<file path="src/rtl/branch_predict_btb_if.sv">
// Lookup/update bus between the fetch/execute stages and the branch target buffer.
// The master side is the core pipeline (IF drives lookup_pc, EX drives upd_*);
// the slave side is the BTB itself.
// Optional macro BTB_STATS_EN adds upd_pred_taken and the stat_* counters.
interface branch_predict_btb_if #(
    parameter int ADDR_W = 32
);
    logic              [ADDR_W-1:0] lookup_pc;
    logic                           pred_hit;
    logic                           pred_taken;
    logic              [ADDR_W-1:0] pred_target;
    logic                           upd_valid;
    logic              [ADDR_W-1:0] upd_pc;
    logic                           upd_taken;
    logic              [ADDR_W-1:0] upd_target;
`ifdef BTB_STATS_EN
    logic                           upd_pred_taken;
    logic              [31:0]       stat_branches;
    logic              [31:0]       stat_mispred;

    modport master (
        output lookup_pc, upd_valid, upd_pc, upd_taken, upd_target, upd_pred_taken,
        input  pred_hit, pred_taken, pred_target, stat_branches, stat_mispred
    );

    modport slave (
        input  lookup_pc, upd_valid, upd_pc, upd_taken, upd_target, upd_pred_taken,
        output pred_hit, pred_taken, pred_target, stat_branches, stat_mispred
    );
`else
    modport master (
        output lookup_pc, upd_valid, upd_pc, upd_taken, upd_target,
        input  pred_hit, pred_taken, pred_target
    );

    modport slave (
        input  lookup_pc, upd_valid, upd_pc, upd_taken, upd_target,
        output pred_hit, pred_taken, pred_target
    );
`endif
endinterface

</file>
<file path="src/rtl/branch_predict_btb.sv">
// Direct-mapped, tagged branch target buffer with saturating direction counters.
// Lookup is combinational off the current array contents (no write bypass);
// EX updates are written on the rising clock edge.
// Optional macro BTB_STATS_EN adds branch / misprediction counters.
module branch_predict_btb #(
    parameter int ENTRIES = 16,
    parameter int ADDR_W  = 32,
    parameter int CNT_W   = 2
) (
    input  logic                clk,
    input  logic                reset,
    branch_predict_btb_if.slave bus
);
    localparam int IDX_W = $clog2(ENTRIES);
    localparam int TAG_W = ADDR_W - IDX_W - 2;

    localparam logic [CNT_W-1:0] CNT_MAX  = '1;
    localparam logic [CNT_W-1:0] CNT_WEAK = CNT_W'(1) << (CNT_W - 1);

    function automatic logic [CNT_W-1:0] cnt_inc(input logic [CNT_W-1:0] c);
        return (c == CNT_MAX) ? c : c + CNT_W'(1);
    endfunction

    function automatic logic [CNT_W-1:0] cnt_dec(input logic [CNT_W-1:0] c);
        return (c == '0) ? c : c - CNT_W'(1);
    endfunction

    // Only valid bits are reset; payload fields are don't-care until allocated.
    logic [ENTRIES-1:0] valid;
    logic [TAG_W-1:0]   tag_mem    [ENTRIES];
    logic [ADDR_W-1:0]  target_mem [ENTRIES];
    logic [CNT_W-1:0]   cnt_mem    [ENTRIES];

    logic [IDX_W-1:0] lk_idx;
    logic [TAG_W-1:0] lk_tag;
    logic             lk_hit;
    logic [IDX_W-1:0] up_idx;
    logic [TAG_W-1:0] up_tag;
    logic             up_hit;

    // Byte offset within the instruction word never selects an entry.
    logic unused_pc_bits;
    assign unused_pc_bits = ^{bus.lookup_pc[1:0], bus.upd_pc[1:0]};

    assign lk_idx = bus.lookup_pc[IDX_W+1:2];
    assign lk_tag = bus.lookup_pc[ADDR_W-1:IDX_W+2];
    assign up_idx = bus.upd_pc[IDX_W+1:2];
    assign up_tag = bus.upd_pc[ADDR_W-1:IDX_W+2];

    // A cleared valid bit masks the never-written tag/target/cnt, so misses are clean zeros.
    assign lk_hit          = valid[lk_idx] && (tag_mem[lk_idx] == lk_tag);
    assign up_hit          = valid[up_idx] && (tag_mem[up_idx] == up_tag);
    assign bus.pred_hit    = lk_hit;
    assign bus.pred_taken  = lk_hit && cnt_mem[lk_idx][CNT_W-1];
    assign bus.pred_target = lk_hit ? target_mem[lk_idx] : '0;

    // Valid bits: cleared by reset, set when a taken branch misses and allocates.
    always_ff @(posedge clk) begin
        if (reset) begin
            valid <= '0;
        end else if (bus.upd_valid && bus.upd_taken && !up_hit) begin
            valid[up_idx] <= 1'b1;
        end
    end

    // Entry payload: train the counter on a hit, replace the whole entry on a taken miss.
    always_ff @(posedge clk) begin
        if (!reset && bus.upd_valid) begin
            if (up_hit) begin
                if (bus.upd_taken) begin
                    cnt_mem[up_idx]    <= cnt_inc(cnt_mem[up_idx]);
                    target_mem[up_idx] <= bus.upd_target;
                end else begin
                    cnt_mem[up_idx]    <= cnt_dec(cnt_mem[up_idx]);
                end
            end else if (bus.upd_taken) begin
                tag_mem[up_idx]    <= up_tag;
                target_mem[up_idx] <= bus.upd_target;
                cnt_mem[up_idx]    <= CNT_WEAK;
            end
        end
    end

`ifdef BTB_STATS_EN
    function automatic logic [31:0] stat_inc(input logic [31:0] v);
        return (v == 32'hFFFF_FFFF) ? v : v + 32'd1;
    endfunction

    logic [31:0] branches;
    logic [31:0] mispred;

    // Resolved-branch and misprediction counters, saturating at all-ones.
    always_ff @(posedge clk) begin
        if (reset) begin
            branches <= '0;
            mispred  <= '0;
        end else if (bus.upd_valid) begin
            branches <= stat_inc(branches);
            if (bus.upd_pred_taken != bus.upd_taken) begin
                mispred <= stat_inc(mispred);
            end
        end
    end

    assign bus.stat_branches = branches;
    assign bus.stat_mispred  = mispred;
`endif
endmodule

</file>
<file path="src/flat_wrapper.sv">
// flat-port wrapper written by rule: the top's interface ports become plain ports
module branch_predict_btb_flat 
#(
    parameter int ENTRIES = 16,
    parameter int ADDR_W  = 32,
    parameter int CNT_W   = 2
)
  (clk, reset, bus_lookup_pc, bus_upd_valid, bus_upd_pc, bus_upd_taken, bus_upd_target, bus_pred_hit, bus_pred_taken, bus_pred_target);
  branch_predict_btb_if #(.ADDR_W(ADDR_W)) bus_i ();
  input  logic clk;
  input  logic reset;
  input wire logic [$bits(bus_i.lookup_pc)-1:0] bus_lookup_pc;
  input wire logic [$bits(bus_i.upd_valid)-1:0] bus_upd_valid;
  input wire logic [$bits(bus_i.upd_pc)-1:0] bus_upd_pc;
  input wire logic [$bits(bus_i.upd_taken)-1:0] bus_upd_taken;
  input wire logic [$bits(bus_i.upd_target)-1:0] bus_upd_target;
  output wire logic [$bits(bus_i.pred_hit)-1:0] bus_pred_hit;
  output wire logic [$bits(bus_i.pred_taken)-1:0] bus_pred_taken;
  output wire logic [$bits(bus_i.pred_target)-1:0] bus_pred_target;
  assign bus_i.lookup_pc = bus_lookup_pc;
  assign bus_i.upd_valid = bus_upd_valid;
  assign bus_i.upd_pc = bus_upd_pc;
  assign bus_i.upd_taken = bus_upd_taken;
  assign bus_i.upd_target = bus_upd_target;
  assign bus_pred_hit = bus_i.pred_hit;
  assign bus_pred_taken = bus_i.pred_taken;
  assign bus_pred_target = bus_i.pred_target;
  branch_predict_btb #(.ENTRIES(ENTRIES), .ADDR_W(ADDR_W), .CNT_W(CNT_W)) u_core (.clk(clk), .reset(reset), .bus(bus_i));
endmodule
</file>
<file path="config.mk">
export PLATFORM = sky130hd
export DESIGN_NAME = branch_predict_btb_flat
export DESIGN_NICKNAME = d
export VERILOG_FILES = /design/src/rtl/branch_predict_btb_if.sv /design/src/rtl/branch_predict_btb.sv /design/src/flat_wrapper.sv
export SDC_FILE = /design/constraint.sdc
export NUM_CORES = 1
export LEC_CHECK = 0
export ABC_CLOCK_PERIOD_IN_PS = 8500
export CAP_MARGIN = 20
export CORE_AREA = 2 2 327 329
export DETAILED_ROUTE_END_ITERATION = 10
export DIE_AREA = 0 0 329 331
export SLEW_MARGIN = 40
export SYNTH_ARGS = -nofsm -noshare
export SYNTH_HDL_FRONTEND = slang
export SYNTH_SLANG_ARGS = --single-unit
</file>
<file path="constraint.sdc">
create_clock -name clk -period 8.5 [get_ports clk]
set_input_delay 1.7 -clock clk [delete_from_list [all_inputs] [get_ports clk]]
set_output_delay 1.7 -clock clk [all_outputs]
set_load 0.03 [all_outputs]
</file>
==> results of run 1 <==
-- logic make-up after synthesis --
| logic type | Yosys count |
|---|---|
| buffers and inverters | 135 |
| AND/OR/NAND/NOR | 194 |
| AO/OA/AOI/OAI | 119 |
| flip-flops | 976 |
| multiplexers | 500 |
| XOR/XNOR | 57 |
-- flip-flops by register name (all words and copies together) (netlist names) --
name and count:
u_core.target_mem 512, u_core.tag_mem 416, u_core.cnt_mem 32, u_core.valid 16
-- power breakdown --
part,leakage (nW),internal [mW],switching (mW)
registers,8.76,5.32,0.0107
logic,4.91,0.308,0.375
clock network,1.58,2.47,1.87
-- worst paths after layout --
| kind | from | end | slack [ps] | depth (start not counted) |
|---|---|---|---|---|
| min reg2reg | u_core.valid[7]$_SDFFE_PP0P_ | u_core.valid[7]$_SDFFE_PP0P_ | 480 | 1 |
| max reg2reg | u_core.tag_mem[12][17]$_DFFE_PP_ | u_core.cnt_mem[7][0]$_DFFE_PP_ | 4310 | 11 |
| min | u_core.valid[7]$_SDFFE_PP0P_ | u_core.valid[7]$_SDFFE_PP0P_ | 480 | 1 |
| max | bus_lookup_pc[2] | bus_pred_target[26] | 920 | 11 |
-- cell usage after synthesis (2+ instances only) --
cell       instances  share of area (%)
a221o_1            2              0.048
nand2b_1           4              0.060
buf_2             44               0.53
dfxtp_1           16               0.76
nor2b_1           49               0.73
inv_1              8              0.072
a2111oi_0          2              0.042
nor3_1            15               0.18
a21oi_1           14               0.17
nand2_1           35               0.31
clkbuf_1          43               0.38
nor4_1             7               0.10
mux4_2           373                 20
buf_4             12               0.21
buf_1             12               0.11
nand3_1           10               0.12
mux2i_1          118                2.8
o221ai_1           2              0.042
o21ai_0            9               0.11
nor2_1            53               0.47
buf_6             12               0.32
xnor2_1           36               0.75
mux2_2             9               0.24
and2_1             3              0.045
a211oi_1           7               0.13
and4_1             2              0.042
o22ai_1            5              0.075
o2111ai_1          2              0.042
a22o_1            10               0.21
a31oi_1            2              0.030
nor4_2             2              0.060
a21o_1             8               0.14
buf_8              2              0.072
a221oi_1          10               0.21
xor2_1            21               0.44
o2bb2ai_1         11               0.23
edfxtp_1         960                 69
a22oi_1           16               0.29
o211ai_1           4              0.072
o21ai_1            3              0.036
nand4_1            5              0.075
and3_1             5              0.075
-- final cells by class --
type	count	area [um^2]	share of cell area, %
repair buffers	206	2080	4.28
clock buffers	119	2590	5.34
multi-input cells	870	12300	25.3
clock inverters	66	646	1.33
well taps	1391	1740	3.58
diodes	2	5.00	0.0103
inverters	10	37.5	0.0773
flip-flops and latches	976	29100	60.0
-- layer usage --
layer,GRT usage [%],routed length (um)
met1,26.8,44200
met2,33.8,54100
met3,3.47,6920
met4,5.41,2650
met5,0,70
-- per-stage QoR --
step,area (um^2),power (mW),hold slack (ps),cells,util [%]
floorplan,41900,5.86,438,1981,-
global placement,45300,6.11,456,3451,43.1
detailed placement,45300,6.12,464,3453,43.2
CTS,48500,10.4,478,3638,46.2
global route,48600,10.7,492,3639,46.3
finish,48600,10.4,477,3640,46.3
==> flow_metrics.env, run 1 <==
export IMPL_period_minus_slack_ps=7580
export IMPL_peakVddDrop_v=0.000172
export IMPL_synth_compound_area_share_pct=2.12
export IMPL_cts_max_path_buffers=3
export IMPL_avgSynthCellArea_um2=21.2
export IMPL_synth_mux_area_share_pct=23.1
export IMPL_cp_start_kind="input port"
export IMPL_yosys_area_share_xor_xnor_pct=1.19
export IMPL_via_per_inst=5.88
export IMPL_critPathBufInv=4
export IMPL_critPathMaxFanout=34
export IMPL_synth_fp_nets=2081
export IMPL_setup_viol=0
export IMPL_syn2layout_area_growth_pct=15.8
export IMPL_grt_pass1_wl_um=156000
export IMPL_num_vias=21400
export IMPL_maxCapViolCount=0
export IMPL_initial_core_util_pct=40.0
export IMPL_timing_setup_tns_ps=0
export IMPL_skew_ps=44.7
export IMPL_totalWireLength_um=108000
export IMPL_yosys_area_share_adder_pct=0
export IMPL_max_freq_mhz=132
export IMPL_grt_max_degree=67
export IMPL_cts_setup_buffers=0
export IMPL_post_place_ws_ps=947
export IMPL_drv_slew=0
export IMPL_grtUsageTotal_pct=20.0
export IMPL_rsz0062_at_grt="false"
export IMPL_port_buffers=129
export IMPL_powerDensity_nw_per_um2=213
export IMPL_yosysSeqAreaShare_pct=69.5
export IMPL_path_cells="buf_8 > buf_4 > mux4_2 > mux4_2 > xnor2_1 > nand4_1 > nor3_1 > nand4_1 > buf_4 > nor2b_1 > clkdlybuf4s50_1"
export IMPL_ioPinCount=134
export IMPL_synth_cell_types=60
export IMPL_fillers=8756
export IMPL_dr_pass1_iters=5
export IMPL_root_buffer="clkbuf_16"
export IMPL_syn_inst=1981
export IMPL_final_common_cell="edfxtp_1"
export IMPL_die_h_um=331
export IMPL_wire_per_inst_um=29.6
export IMPL_worstHoldPathType="register to register"
export IMPL_ys_seq_elements=976
export IMPL_clkLatencyLatePin_ps=710
export IMPL_crit_path_max_incr_delay_ps=690
export IMPL_crit_path_end_kind="primary output"
export IMPL_synth_warnings=0
export IMPL_worstMarginPinSlew_ps=821
export IMPL_critPathKind="input port to primary output"
export IMPL_synth_edff_count=960
export IMPL_htree_levels=3
export IMPL_crit_slowest_cell="clkdlybuf4s50_1"
export IMPL_mostFrequentLayoutCells="960 x edfxtp_1, 373 x mux4_2, 118 x mux2i_1"
export IMPL_ys_async_sr_fraction_pct=0
export IMPL_cts_buffers=101
export IMPL_synth_simple_gate_area_share_pct=2.38
export IMPL_coreArea_um2=105000
export IMPL_p_leak_nw=15.3
export IMPL_drc=0
export IMPL_drt_iter0_markers=2137
export IMPL_fin_ws_ps=918
export IMPL_period_share_pct=89.2
export IMPL_die_area_um2=109000
export IMPL_cp_arrival_ps=5880
export IMPL_synth_area_um2=41900
export IMPL_cts_resized=0
export IMPL_status="finished, final reports clean"
export IMPL_grt_pass1_vias=22300
export IMPL_ys_flop_type="edfxtp_1"
export IMPL_critPathTopFamily="buffers and inverters"
export IMPL_max_slew_margin_pct=45.1
export IMPL_dp_hpwl_um=60200
export IMPL_cts_tree="yes"
export IMPL_drive_above_1_share_pct=29.7
export IMPL_ant_nets=0
export IMPL_worst_ep_required_time_ps=6800
export IMPL_hold_buffers=0
export IMPL_gr_total_overflow=0
export IMPL_num_rows=119
export IMPL_hold_viol=0
export IMPL_cts_sinks=976
export IMPL_cts_reportedPaths_clkPinSlew_ps=60
export IMPL_synth_top_family_by_area="multiplexers"
export IMPL_antenna_found_initial=8
export IMPL_die_width_um=329
export IMPL_finalWeightedCongestion=0.788
export IMPL_fin_nets=2265
No activity file was read; power rests on OpenSTA's default activity.
==> inputs of run 2 (changes only) <==
--- a/config.mk
+++ b/config.mk
@@ -10,7 +10,7 @@
 export CORE_AREA = 2 2 327 329
 export DETAILED_ROUTE_END_ITERATION = 10
 export DIE_AREA = 0 0 329 331
-export SLEW_MARGIN = 40
+export SLEW_MARGIN = 20
 export SYNTH_ARGS = -nofsm -noshare
 export SYNTH_HDL_FRONTEND = slang
 export SYNTH_SLANG_ARGS = --single-unit
==> flow_metrics.env, run 2 (same netlist as run 1, synthesis figures left out) <==
export IMPL_maxCapViolCount=0
export IMPL_cts_reportedPaths_clkPinSlew_ps=60
export IMPL_drive_above_1_share_pct=30.0
export IMPL_wire_per_inst_um=29.6
export IMPL_p_leak_nw=15.3
export IMPL_status="finished, final reports clean"
export IMPL_grtUsageTotal_pct=20.0
export IMPL_hold_viol=0
export IMPL_reg_largest_list="u_core.target_mem x512, u_core.tag_mem x416, u_core.cnt_mem x32"
export IMPL_initial_core_util_pct=40.0
export IMPL_whs_ps=473
export IMPL_cp_arrival_ps=5900
export IMPL_cts_max_path_buffers=3
export IMPL_drt_iter0_markers=2090
export IMPL_drv_slew=0
export IMPL_syn2layout_area_growth_pct=15.9
export IMPL_crit_path_end_kind="primary output"
export IMPL_largest_register_ffs=512
export IMPL_htree_levels=3
export IMPL_clkLatencyLatePin_ps=710
export IMPL_num_vias=21200
export IMPL_skew_ps=60.0
export IMPL_fin_ws_ps=902
export IMPL_grt_pass1_vias=22400
export IMPL_finalWeightedCongestion=0.788
export IMPL_worstMarginPinSlew_ps=925
export IMPL_cts_buffers=101
export IMPL_regMostFlops="u_core.target_mem"
export IMPL_coreArea_um2=105000
export IMPL_period_minus_slack_ps=7600
export IMPL_worst_ep_required_time_ps=6800
export IMPL_mostFrequentLayoutCells="960 x edfxtp_1, 373 x mux4_2, 118 x mux2i_1"
export IMPL_period_share_pct=89.4
export IMPL_ant_nets=0
export IMPL_via_per_inst=5.83
export IMPL_cts_setup_buffers=0
export IMPL_drc=0
export IMPL_antenna_found_initial=8
export IMPL_post_place_ws_ps=915
export IMPL_hold_buffers=0
export IMPL_num_rows=119
export IMPL_port_buffers=129
export IMPL_rsz0062_at_grt="false"
export IMPL_powerDensity_nw_per_um2=216
export IMPL_critPathMaxFanout=34
export IMPL_die_area_um2=109000
export IMPL_crit_path_max_incr_delay_ps=690
export IMPL_max_freq_mhz=132
export IMPL_path_cells="buf_8 > buf_4 > mux4_2 > mux4_2 > xnor2_1 > nand4_1 > nor3_1 > nand4_1 > buf_4 > nor2b_1 > clkdlybuf4s50_1"
export IMPL_die_width_um=329
export IMPL_cts_sinks=976
export IMPL_dr_pass1_iters=5
export IMPL_critPathKind="input port to primary output"
export IMPL_final_common_cell="edfxtp_1"
export IMPL_cts_resized=0
export IMPL_peakVddDrop_v=0.000177
export IMPL_cts_tree="yes"
export IMPL_max_slew_margin_pct=38.2
export IMPL_totalWireLength_um=108000
export IMPL_timing_setup_tns_ps=0
export IMPL_die_h_um=331
export IMPL_grt_max_degree=67
export IMPL_root_buffer="clkbuf_16"
export IMPL_setup_viol=0
export IMPL_grt_pass1_wl_um=156000
export IMPL_fin_nets=2263
export IMPL_finalPower_mw=10.5
export IMPL_cp_start_kind="input port"
export IMPL_dp_hpwl_um=59900
export IMPL_gr_total_overflow=0
export IMPL_worstHoldPathType="register to register"
export IMPL_crit_slowest_cell="clkdlybuf4s50_1"
export IMPL_ioPinCount=134
==> run 2: changes by cell type in the layout (fill, tap and decap cells not counted), moves of 2 or more <==
cell	change
clkinv_1	-8
clkinv_2	+6
bufinv_16	+3
inv_6	-3
buf_8	-2
clkbuf_1	-2
==> run 2: routing by layer <==
layer | track usage [%] | wire length [um]
met5 | 0 | 73
met3 | 3.85 | 7620
met1 | 26.5 | 43300
met4 | 6.28 | 3190
met2 | 33.6 | 53600
==> run 2: worst paths after layout <==
kind | startpoint | end | slack (ps) | cells past startpoint
hold / removal | u_core.valid[1]$_SDFFE_PP0P_ | u_core.valid[1]$_SDFFE_PP0P_ | 470 | 1
setup / recovery | bus_lookup_pc[2] | bus_pred_target[25] | 900 | 11
setup reg to reg | u_core.tag_mem[13][17]$_DFFE_PP_ | u_core.tag_mem[8][18]$_DFFE_PP_ | 4310 | 12
hold reg to reg | u_core.valid[1]$_SDFFE_PP0P_ | u_core.valid[1]$_SDFFE_PP0P_ | 470 | 1
==> run 2: layout make-up <==
cell class,instances,area (um^2)
clock buffer,118,2610
sequential,976,29100
tap,1391,1740
fill,8764,56400
clock inverter,66,733
multi-input combinational,870,12300
antenna,2,5.00
inverter,10,37.5
timing repair buffer,204,2030
==> run 2: through the flow <==
| step | util (%) | area [um^2] | instances |
|---|---|---|---|
| after CTS | 46.3 | 48600 | 3635 |
| after detailed placement | 43.1 | 45300 | 3451 |
| after global placement | 43.1 | 45300 | 3451 |
| after global routing | 46.3 | 48600 | 3636 |
| final | 46.3 | 48600 | 3637 |
| after floorplan | - | 41900 | 1981 |
==> run 2: worst max-delay path: cells and delay by family <==
kind | cells | cell delay [ps]
xor+xnor | 1 | 160
buf+inv | 4 | 1730
mux | 2 | 1060
simple gates | 4 | 1210
==> run 2: power breakdown <==
group	internal, mW	switching, mW
Clock	2.58	1.88
Combinational	0.308	0.375
Sequential	5.32	0.0106
